File: src/rtl/fxp_pkg.sv
// fxp_pkg: shared types and helpers for the fixed-point vector ALU.
//   fxp_op_e  : 2-bit operation code (ADD, SUB, MUL, ABS of A)
//   fxp_sat_t : saturated value plus overflow flag
//   fxp_sat() : clamp a sign-extended wide value into a w-bit signed range
package fxp_pkg;

    typedef enum logic [1:0] {
        FXP_ADD = 2'b00,
        FXP_SUB = 2'b01,
        FXP_MUL = 2'b10,
        FXP_ABS = 2'b11
    } fxp_op_e;

    // Widest intermediate the helper accepts; covers a full 2W product for W <= 32.
    localparam int FXP_MAX_W = 64;

    typedef struct packed {
        logic                 v;
        logic [FXP_MAX_W-1:0] val;
    } fxp_sat_t;

    // Clamp x (sign-extended to FXP_MAX_W) into [-2^(w-1), 2^(w-1)-1].
    // v is raised only when clamping actually happened.
    function automatic fxp_sat_t fxp_sat(input logic signed [FXP_MAX_W-1:0] x,
                                         input int unsigned              w);
        logic signed [FXP_MAX_W-1:0] hi;
        logic signed [FXP_MAX_W-1:0] lo;
        fxp_sat_t                    r;
        hi    = $signed((64'd1 << (w - 1)) - 64'd1);
        lo    = -hi - 64'sd1;
        r.v   = 1'b0;
        r.val = x;
        if (x > hi) begin
            r.v   = 1'b1;
            r.val = hi;
        end else if (x < lo) begin
            r.v   = 1'b1;
            r.val = lo;
        end
        return r;
    endfunction

endpackage

File: src/rtl/fxp_lane.sv
// fxp_lane: one lane of the fixed-point vector ALU.
//   Stage 1 registers the op and the raw result at extended width
//   (W+1 for ADD/SUB/ABS, 2W for MUL). Stage 2 rounds (MUL only),
//   saturates to W bits and derives N/V/Z from the saturated value.
// Ports:
//   clk, rst_n     clock, asynchronous active-low reset
//   ld1, ld2       load enables for stage 1 / stage 2 (from top stall chain)
//   op             operation, shared by all lanes
//   a, b           W-bit two's complement operands
//   data, n, v, z  registered stage-2 result and flags
//   v_nxt          overflow flag about to be loaded into stage 2 (feeds sticky)
// Configuration: FXP_VEC_ALU_MUL_EN enables the multiplier; when undefined,
//   MUL yields 0 with Z=1, N=0, V=1.
module fxp_lane
    import fxp_pkg::*;
#(
    parameter  int INT_BITS  = 8,
    parameter  int FRAC_BITS = 8,
    localparam int W         = INT_BITS + FRAC_BITS
) (
    input  logic         clk,
    input  logic         rst_n,
    input  logic         ld1,
    input  logic         ld2,
    input  fxp_op_e      op,
    input  logic [W-1:0] a,
    input  logic [W-1:0] b,
    output logic [W-1:0] data,
    output logic         n,
    output logic         v,
    output logic         z,
    output logic         v_nxt
);

`ifdef FXP_VEC_ALU_MUL_EN
    localparam int RW = 2 * W;
    localparam logic signed [FXP_MAX_W-1:0] ROUND =
        (FRAC_BITS > 0) ? (64'sd1 <<< (FRAC_BITS - 1)) : 64'sd0;
`else
    localparam int RW = W + 1;
`endif

    logic signed [RW-1:0] raw_d, raw_q;
    fxp_op_e              op_q;

    logic [W-1:0] data_d;
    logic         n_d, z_d;

    // ---------------- stage 1: raw arithmetic ----------------
    always_comb begin
        logic signed [W:0] ea, eb;
`ifdef FXP_VEC_ALU_MUL_EN
        logic signed [2*W-1:0] wa, wb;
        wa = (2*W)'($signed(a));
        wb = (2*W)'($signed(b));
`endif
        // NOTE: every variable written here gets a default first, so no path
        // leaves it unassigned and no latch is inferred.
        raw_d = '0;
        ea    = {a[W-1], a};
        eb    = {b[W-1], b};
        case (op)
            FXP_ADD: raw_d = RW'(ea + eb);
            FXP_SUB: raw_d = RW'(ea - eb);
            FXP_ABS: raw_d = RW'(a[W-1] ? -ea : ea);   // -(min) fits in W+1 bits
`ifdef FXP_VEC_ALU_MUL_EN
            FXP_MUL: raw_d = wa * wb;
`else
            FXP_MUL: raw_d = '0;
`endif
            default: raw_d = '0;
        endcase
    end

    // ---------------- stage 2: round / saturate / flags ----------------
    always_comb begin
        logic signed [FXP_MAX_W-1:0] wide;
        fxp_sat_t                    s;
        wide = FXP_MAX_W'(raw_q);
`ifdef FXP_VEC_ALU_MUL_EN
        // Round half up, then arithmetic shift back to the Q format.
        if (op_q == FXP_MUL) wide = (wide + ROUND) >>> FRAC_BITS;
`endif
        s      = fxp_sat(wide, W);
        data_d = s.val[W-1:0];
        v_nxt  = s.v;
`ifndef FXP_VEC_ALU_MUL_EN
        if (op_q == FXP_MUL) begin
            data_d = '0;
            v_nxt  = 1'b1;
        end
`endif
        n_d = data_d[W-1];
        z_d = (data_d == '0);
    end

    // NOTE: sequential state uses non-blocking assignments so every register
    // samples the pre-edge values regardless of statement order.
    always_ff @(posedge clk or negedge rst_n) begin
        if (!rst_n) begin
            op_q  <= FXP_ADD;
            raw_q <= '0;
        end else if (ld1) begin
            op_q  <= op;
            raw_q <= raw_d;
        end
    end

    // NOTE: the result registers are reset because out_data and the flags
    // must read zero immediately when reset drops mid-stream.
    always_ff @(posedge clk or negedge rst_n) begin
        if (!rst_n) begin
            data <= '0;
            n    <= 1'b0;
            v    <= 1'b0;
            z    <= 1'b0;
        end else if (ld2) begin
            data <= data_d;
            n    <= n_d;
            v    <= v_nxt;
            z    <= z_d;
        end
    end

endmodule

File: src/rtl/fxp_vec_alu.sv
// fxp_vec_alu: pipelined multi-lane saturating fixed-point ALU (Q(INT_BITS-1).FRAC_BITS).
// Ports:
//   clk, rst_n                   clock, asynchronous active-low reset
//   in_valid, in_ready           operand-side handshake
//   in_op                        00 ADD, 01 SUB, 10 MUL, 11 ABS(A), shared by lanes
//   in_a, in_b                   LANES packed W-bit operands, lane i at [i*W +: W]
//   out_valid, out_ready         result-side handshake
//   out_data                     LANES packed saturated results
//   out_n, out_v, out_z          per-lane negative / saturated / zero flags
//   sticky_v, clr_sticky         per-lane sticky saturation and its clear
// Two-stage pipeline; a vector accepted at edge k is presented at edge k+2.
// Configuration: define FXP_VEC_ALU_MUL_EN to build the lane multipliers.
module fxp_vec_alu
    import fxp_pkg::*;
#(
    parameter  int INT_BITS  = 8,
    parameter  int FRAC_BITS = 8,
    parameter  int LANES     = 4,
    localparam int W         = INT_BITS + FRAC_BITS
) (
    input  logic               clk,
    input  logic               rst_n,
    input  logic               in_valid,
    output logic               in_ready,
    input  logic [1:0]         in_op,
    input  logic [LANES*W-1:0] in_a,
    input  logic [LANES*W-1:0] in_b,
    output logic               out_valid,
    input  logic               out_ready,
    output logic [LANES*W-1:0] out_data,
    output logic [LANES-1:0]   out_n,
    output logic [LANES-1:0]   out_v,
    output logic [LANES-1:0]   out_z,
    output logic [LANES-1:0]   sticky_v,
    input  logic               clr_sticky
);

    logic             v1, v2;
    logic             adv1, adv2;
    logic             ld1, ld2;
    logic [LANES-1:0] v_nxt;
    fxp_op_e          op;

    // Stall chain: a stage advances when it is empty or the one after it advances.
    // in_ready depends only on state and out_ready, never on in_valid.
    assign adv2      = !v2 || out_ready;
    assign adv1      = !v1 || adv2;
    assign in_ready  = adv1;
    assign ld1       = adv1 && in_valid;
    assign ld2       = adv2 && v1;
    assign out_valid = v2;
    assign op        = fxp_op_e'(in_op);

    always_ff @(posedge clk or negedge rst_n) begin
        if (!rst_n) begin
            v1 <= 1'b0;
            v2 <= 1'b0;
        end else begin
            if (adv1) v1 <= in_valid;
            if (adv2) v2 <= v1;
        end
    end

    // A saturating load in the same cycle as a clear keeps the bit set.
    always_ff @(posedge clk or negedge rst_n) begin
        if (!rst_n) begin
            sticky_v <= '0;
        end else begin
            sticky_v <= (clr_sticky ? '0 : sticky_v) | (ld2 ? v_nxt : '0);
        end
    end

    for (genvar i = 0; i < LANES; i++) begin : g_lane
        fxp_lane #(
            .INT_BITS  (INT_BITS),
            .FRAC_BITS (FRAC_BITS)
        ) u_lane (
            .clk   (clk),
            .rst_n (rst_n),
            .ld1   (ld1),
            .ld2   (ld2),
            .op    (op),
            .a     (in_a[i*W +: W]),
            .b     (in_b[i*W +: W]),
            .data  (out_data[i*W +: W]),
            .n     (out_n[i]),
            .v     (out_v[i]),
            .z     (out_z[i]),
            .v_nxt (v_nxt[i])
        );
    end

endmodule

File: config.mk
export PLATFORM = sky130hd
export DESIGN_NAME = fxp_vec_alu
export DESIGN_NICKNAME = d
export VERILOG_FILES = /design/src/rtl/fxp_pkg.sv /design/src/rtl/fxp_lane.sv /design/src/rtl/fxp_vec_alu.sv
export SDC_FILE = /design/constraint.sdc
export NUM_CORES = 1
export LEC_CHECK = 0
export ABC_AREA = 1
export CAP_MARGIN = 20
export CELL_PAD_IN_SITES_DETAIL_PLACEMENT = 1
export CELL_PAD_IN_SITES_GLOBAL_PLACEMENT = 2
export CORE_MARGIN = 2
export CORE_UTILIZATION = 29
export DETAILED_ROUTE_END_ITERATION = 16
export GPL_ROUTABILITY_DRIVEN = 0
export PLACE_DENSITY_LB_ADDON = 0.1
export SLEW_MARGIN = 10
export SYNTH_ARGS = -nofsm -noshare
export SYNTH_HDL_FRONTEND = slang
export SYNTH_HIERARCHICAL = 1
export SYNTH_SLANG_ARGS = --single-unit
File: constraint.sdc
create_clock -name clk -period 2.4 [get_ports clk]
set_clock_uncertainty 0.15 [all_clocks]
set_input_delay 0.48 -clock clk [delete_from_list [all_inputs] [get_ports clk]]
set_output_delay 0.48 -clock clk [all_outputs]
set_load 0.02 [all_outputs]
# Word level (Yosys, flattened, before mapping)
# Cells that the tools add are included.
# totals
output_inout_bits,82
wordCells,86
in_bits,135
ff_bits,152
# classes
n_mux,26
n_addsub,12
n_eq_ne,4
order_cmp,8
n_reduce_logical,11
n_bitwise,1
# op_table
cell,n
$mux W65,8
$pmux W17 S4,4
$add A16 B16 Y17,4
$gt A17 B16 Y1 const B,4
$lt A17 B16 Y1 const B,4
$mux W17,4
$neg A16 Y17,4
$sub A16 B16 Y17,4
$logic_not A16 Y1,4
$mux W16,4
$mux W4,2
$eq A2 B2 Y1 const B,3
$mux W1,4
$or A4 B4 Y4,1
$eq A2 B1 Y1 const B,1
$logic_and A1 B1 Y1,2
$logic_not A1 Y1,2
$logic_not A2 Y1,1
$logic_or A1 B1 Y1,2

# Depth between registers and ports, before layout
# logic_depth
depth_word,6
ltp_mapped,24
mapped_depth_nobuf,24

# By module
# The synthesis kept the hierarchy.
# by_module_without_submodules
module,seq_area_each_um2,instances,cells_per_inst,area_each_um2
fxp_lane (g_lane[0].u_lane ...),925.9,3,587,3493.4
fxp_lane (g_lane[1].u_lane),925.9,1,587,3510.9
fxp_vec_alu,150.1,1,29,249.0

# Least setup slack after synthesis
# Ideal clock, no wire load.
# synth_path
path_type,input-to-reg
from,in in_b[4]
to,reg g_lane[0].u_lane.raw_q[13]
arrival_ns,2.326
setup_time_ns,0.117
t_required_ns,2.133
path_slack_ns,-0.193
n_path_buf,0
cell_stages,23
cell_sequence,or2_0 -> nor2_1 -> inv_2 -> nor2_4 -> nand2_2 -> nor2_4 -> nand2_1 -> nand2_1 -> nand2_1 -> nand2_1 -> inv_1 -> ha_1 -> nand2_1 -> nor2_1 -> inv_1 -> nor2_1 -> nand2_1 -> nand2_1 -> nand2_1 -> nand3_1 -> nand2_1 -> nand2_1 -> nand2_1
# synth_between
elab_chain_len,2
word_cells_on_any_way,3
classes_between,add/sub: 2; mux: 1
# synth_rtl
item,line,text
"start, declared",fxp_vec_alu.sv:27,"input logic [LANES*W-1:0] in_b,"
$sub A16 B16 Y17 or $add A16 B16 Y17 (tied branches),"fxp_lane.sv:64, fxp_lane.sv:63",
$pmux W17 S4 (*),fxp_lane.sv:62,case (op)
"end signal, assigned",fxp_lane.sv:105,raw_q <= raw_d;
"end, declared",fxp_lane.sv:43,"logic signed [RW-1:0] raw_d, raw_q;"
# Mark *: on every way between the ends. The rest lies on a longest branch, timed or not.
# A chain may end at the register's enable or synchronous reset.

# Worst setup path in the final report
# layout_path
from,in in_b[4]
to,reg g_lane[0].u_lane.raw_q[14]
# Same word-level chain as after synthesis.

==> flow_summary.toml <==
[clock_tree]
clock_sinks = 154
cts.htree.levels = 4
clockRootBuffer = "clkbuf_16"
tritoncts = "yes"
cts.reportedPaths.clkPinSlew_ns = 0.06
worstSkewPairLatency_ns = 0.45
cts_buffers = 17
clk_path_buf_depth = 2

[final_layout]
fin_nets = 3150
drive_gt1_frac = 0.340
fillers = 6179
area_delta_synth_final_pct = 61.9
design_area_sq_um = 23100
antenna_cells = 0

[yosys]
synthSimpleGateAreaFrac = 0.415
synthAdderAreaFrac = 0.0689
syn_inst = 2377
synth.area.mux_share = 0
synth_cell_types = 40
synthesis.nets = 2588
avgSynthCellArea_sq_um = 5.99
synth_flop_cell = "dfrtp_1"
synth_edf_count = 0
synth_compound_area_frac = 0.104
synth_area_leaders = "dfrtp_1, nand2_1, nor2_1, inv_1, nand3_1"
ys_seq_area_frac = 0.271
yosys_warnings = 6
synth_top_area_frac = 0.271
synth_area_sq_um = 14200
synth_top_family_by_area = "simple AND/OR/NAND/NOR gates"
synth_xor_area_frac = 0.0344
synth_common_cells = "nand2_1, nor2_1, inv_1"
ys_ff_latch = 154
yosys.cell_count.top_type = "nand2_1"
async_flop_share = 1.00
synth_top_area_cell = "dfrtp_1"

[die]
dieWidth_um = 226
rows = 81
die_y_um = 226
initial_core_util = 0.292
coreArea_sq_um = 48700
die-area_sq_um = 50900
io_pins = 217

[pwr]
peakVddDrop_v = 0.000427
p_per_area_nw_per_um2 = 599
p_leak_nw = 11.7

[sta]
slew_headroom = 0.643
max_freq_ghz = 0.398
finalWorstSetupSlack_ns = -0.114
finalSetupViolCount = 16
min_period_ns = 2.51
finalCritPeriodShare = 1.05
report.final.hold_viol_count = 0
whs_ns = 0.316
drv_slew = 0
rsz0062_at_grt = "true"
tightest_slew_ns = 0.535

[placed_design]
dpl-instance-area_sq_um = 19800
pre_cts_ws_ns = -1.08
port_buffers = 216
post-dp-hpwl_um = 45700

[route]
viasPerCell = 4.71
routedWlPerCell_um = 15.9
drtPass1Iterations = 4
ant_nets = 0
via_count = 17000
route.detailed.drc = 0
drtIter0Drc = 598
wirelength_um = 57400

[global_route]
first_global_vias = 17600
grt_max_degree = 53
overflow = 0
grt_usage = 0.221
antenna_found_initial = 1
grt_pass1_wl_um = 90000

[job]
cap_violations = 0

[worst_hold_path]
hold_class = "in -> reg"

[critical_path]
cp_max_fo = 5
critPathRequiredTime_ns = 2.59
max_stage_delay_ns = 0.24
crit_buf_inv = 2
crit_path_top_delay_cell = "or2_1"
crit_family = "simple AND/OR/NAND/NOR gates"
arrival_ns = 2.71
cp-start-kind = "input pin"
crit_chain = "buf_8 -> or2_1 -> nor2_2 -> inv_2 -> nor2_4 -> nand2_2 -> nor2_4 -> nand3_2 -> nand2_1 -> nand2_1 -> nand2_2 -> ha_4 -> a21oi_2 -> nand2_2 -> a21oi_4 -> nand3_2 -> nand2_2 -> nor2_4 -> nor2_2 -> nor2_1"
cp-end-kind = "flop"
path_common_cell = "nand2_2"
worstSetupPathType = "in -> reg"

[outcome]
outcome = "finished with violations"
violations = "negative setup slack"
## cell usage in the layout (no fill, tap or decap), types with 7 or more instances in the layout
cell             netlist  final
o21ai_1               43     50
bufinv_16              0      7
nand3_2                1     53
nor2_2                 8     42
o21ai_2                4     12
clkbuf_16              0     17
ha_4                   0     44
nor3_4                 0      8
inv_4                  1     15
xor2_1                35     32
nand3b_1              15     15
buf_4                  6    354
nand4_1                8      8
a31oi_1               12     12
inv_1                305    250
ha_1                  72     20
buf_2                 20      9
nor2_1               307    237
nand2_2               11    132
and2_4                 0      7
nor2_4                 9     45
a21oi_4                0     12
o21ai_0               76     61
nand2_4                4     49
a21oi_1              106     53
clkdlybuf4s50_1        0    172
xnor2_1               21     20
buf_6                  0     27
ha_2                   0      8
a22oi_1               10     10
o211ai_1               7      7
dfrtp_1              154    154
nand3_1              213    158
a21oi_2                0     41
inv_2                 38     76
nand2_1              821    651
clkbuf_2               0      9
## flip-flops by register name, summed over array words and instances (netlist names)
signal,flops
g_lane.u_lane/data,64
g_lane.u_lane/op_q,8
g_lane.u_lane/raw_q,68
g_lane.u_lane/v,4
g_lane.u_lane/z,4
out_valid,1
sticky_v,4
v1,1
## cell type report
type	instances	area, sq um	area share
clock buffers	18	439	0.0191
clock inverters	14	268	0.0116
inverters	344	1350	0.0586
well taps	664	831	0.0360
multi-input cells	1831	11300	0.489
flip-flops and latches	154	3850	0.167
repair buffers	591	5050	0.219
## routing by layer
metal  GRT usage  vias up  part of all wire
met1       0.279     8170              0.45
met4      0.0491        2             0.016
li1            -     8597                 -
met3      0.0237       56             0.021
met5           0        -           0.00023
met2       0.402      192              0.51
## where the power goes
part | internal [mW] | switching (mW)
clock | 2.09 | 1.17
sequential | 3.20 | 0.419
combinational | 3.01 | 3.92
total | 8.30 | 5.51
## path summary, 6_finish.rpt
check                                                    endpoint                                   from  slack (ns)  cells past startpoint
setup / recovery           g_lane[0].u_lane/raw_q[14]$_DFFE_PN0P_                                in_b[4]       -0.11                     20
setup reg to reg                   g_lane[3].u_lane/z$_DFFE_PN0P_                         v1$_DFFE_PN0P_        0.45                      8
max in group asynchronous  g_lane[1].u_lane/raw_q[15]$_DFFE_PN0P_                                  rst_n        1.15                      3
hold reg to reg             g_lane[1].u_lane/raw_q[7]$_DFFE_PN0P_  g_lane[1].u_lane/raw_q[7]$_DFFE_PN0P_        0.33                      2
hold / removal              g_lane[0].u_lane/raw_q[0]$_DFFE_PN0P_                                in_b[0]        0.32                      4
min in group asynchronous   g_lane[2].u_lane/raw_q[0]$_DFFE_PN0P_                                  rst_n        0.33                      2
## kinds of logic after synthesis
group / count (synthesis)
xor+xnor: 56
buf+inv: 392
fa+ha+maj: 76
simple gates: 1426
compound gates: 273
flops: 154
## stage by stage
step	TNS, ns	util	std cells	power, mW
3_5_place_dp	-49.82	0.406	3517	9.68
6_report	-1.18	0.473	3616	13.8
5_1_grt	-4.88	0.473	3616	14.8
2_1_floorplan	-1.43	-	2377	6.81
4_1_cts	-1.47	0.444	3587	13.4
3_3_place_gp	-46.20	0.406	3517	9.53
## repair_timing
item	in CTS	in global routing
resized for setup	346	390
setup buffers	37	29
pin swaps	173	252
endpoints found under the hold margin	23	0
setup endpoints to repair	60	48
hold buffers	1	0
## tightest hold or removal path: cells and delay by family
family                   cells  cell delay (ns)
buffers and inverters        2             0.18
adder cells (fa/ha/maj)      1             0.11
AO/OA/AOI/OAI                1             0.09
No activity file was read; power rests on OpenSTA's default activity.
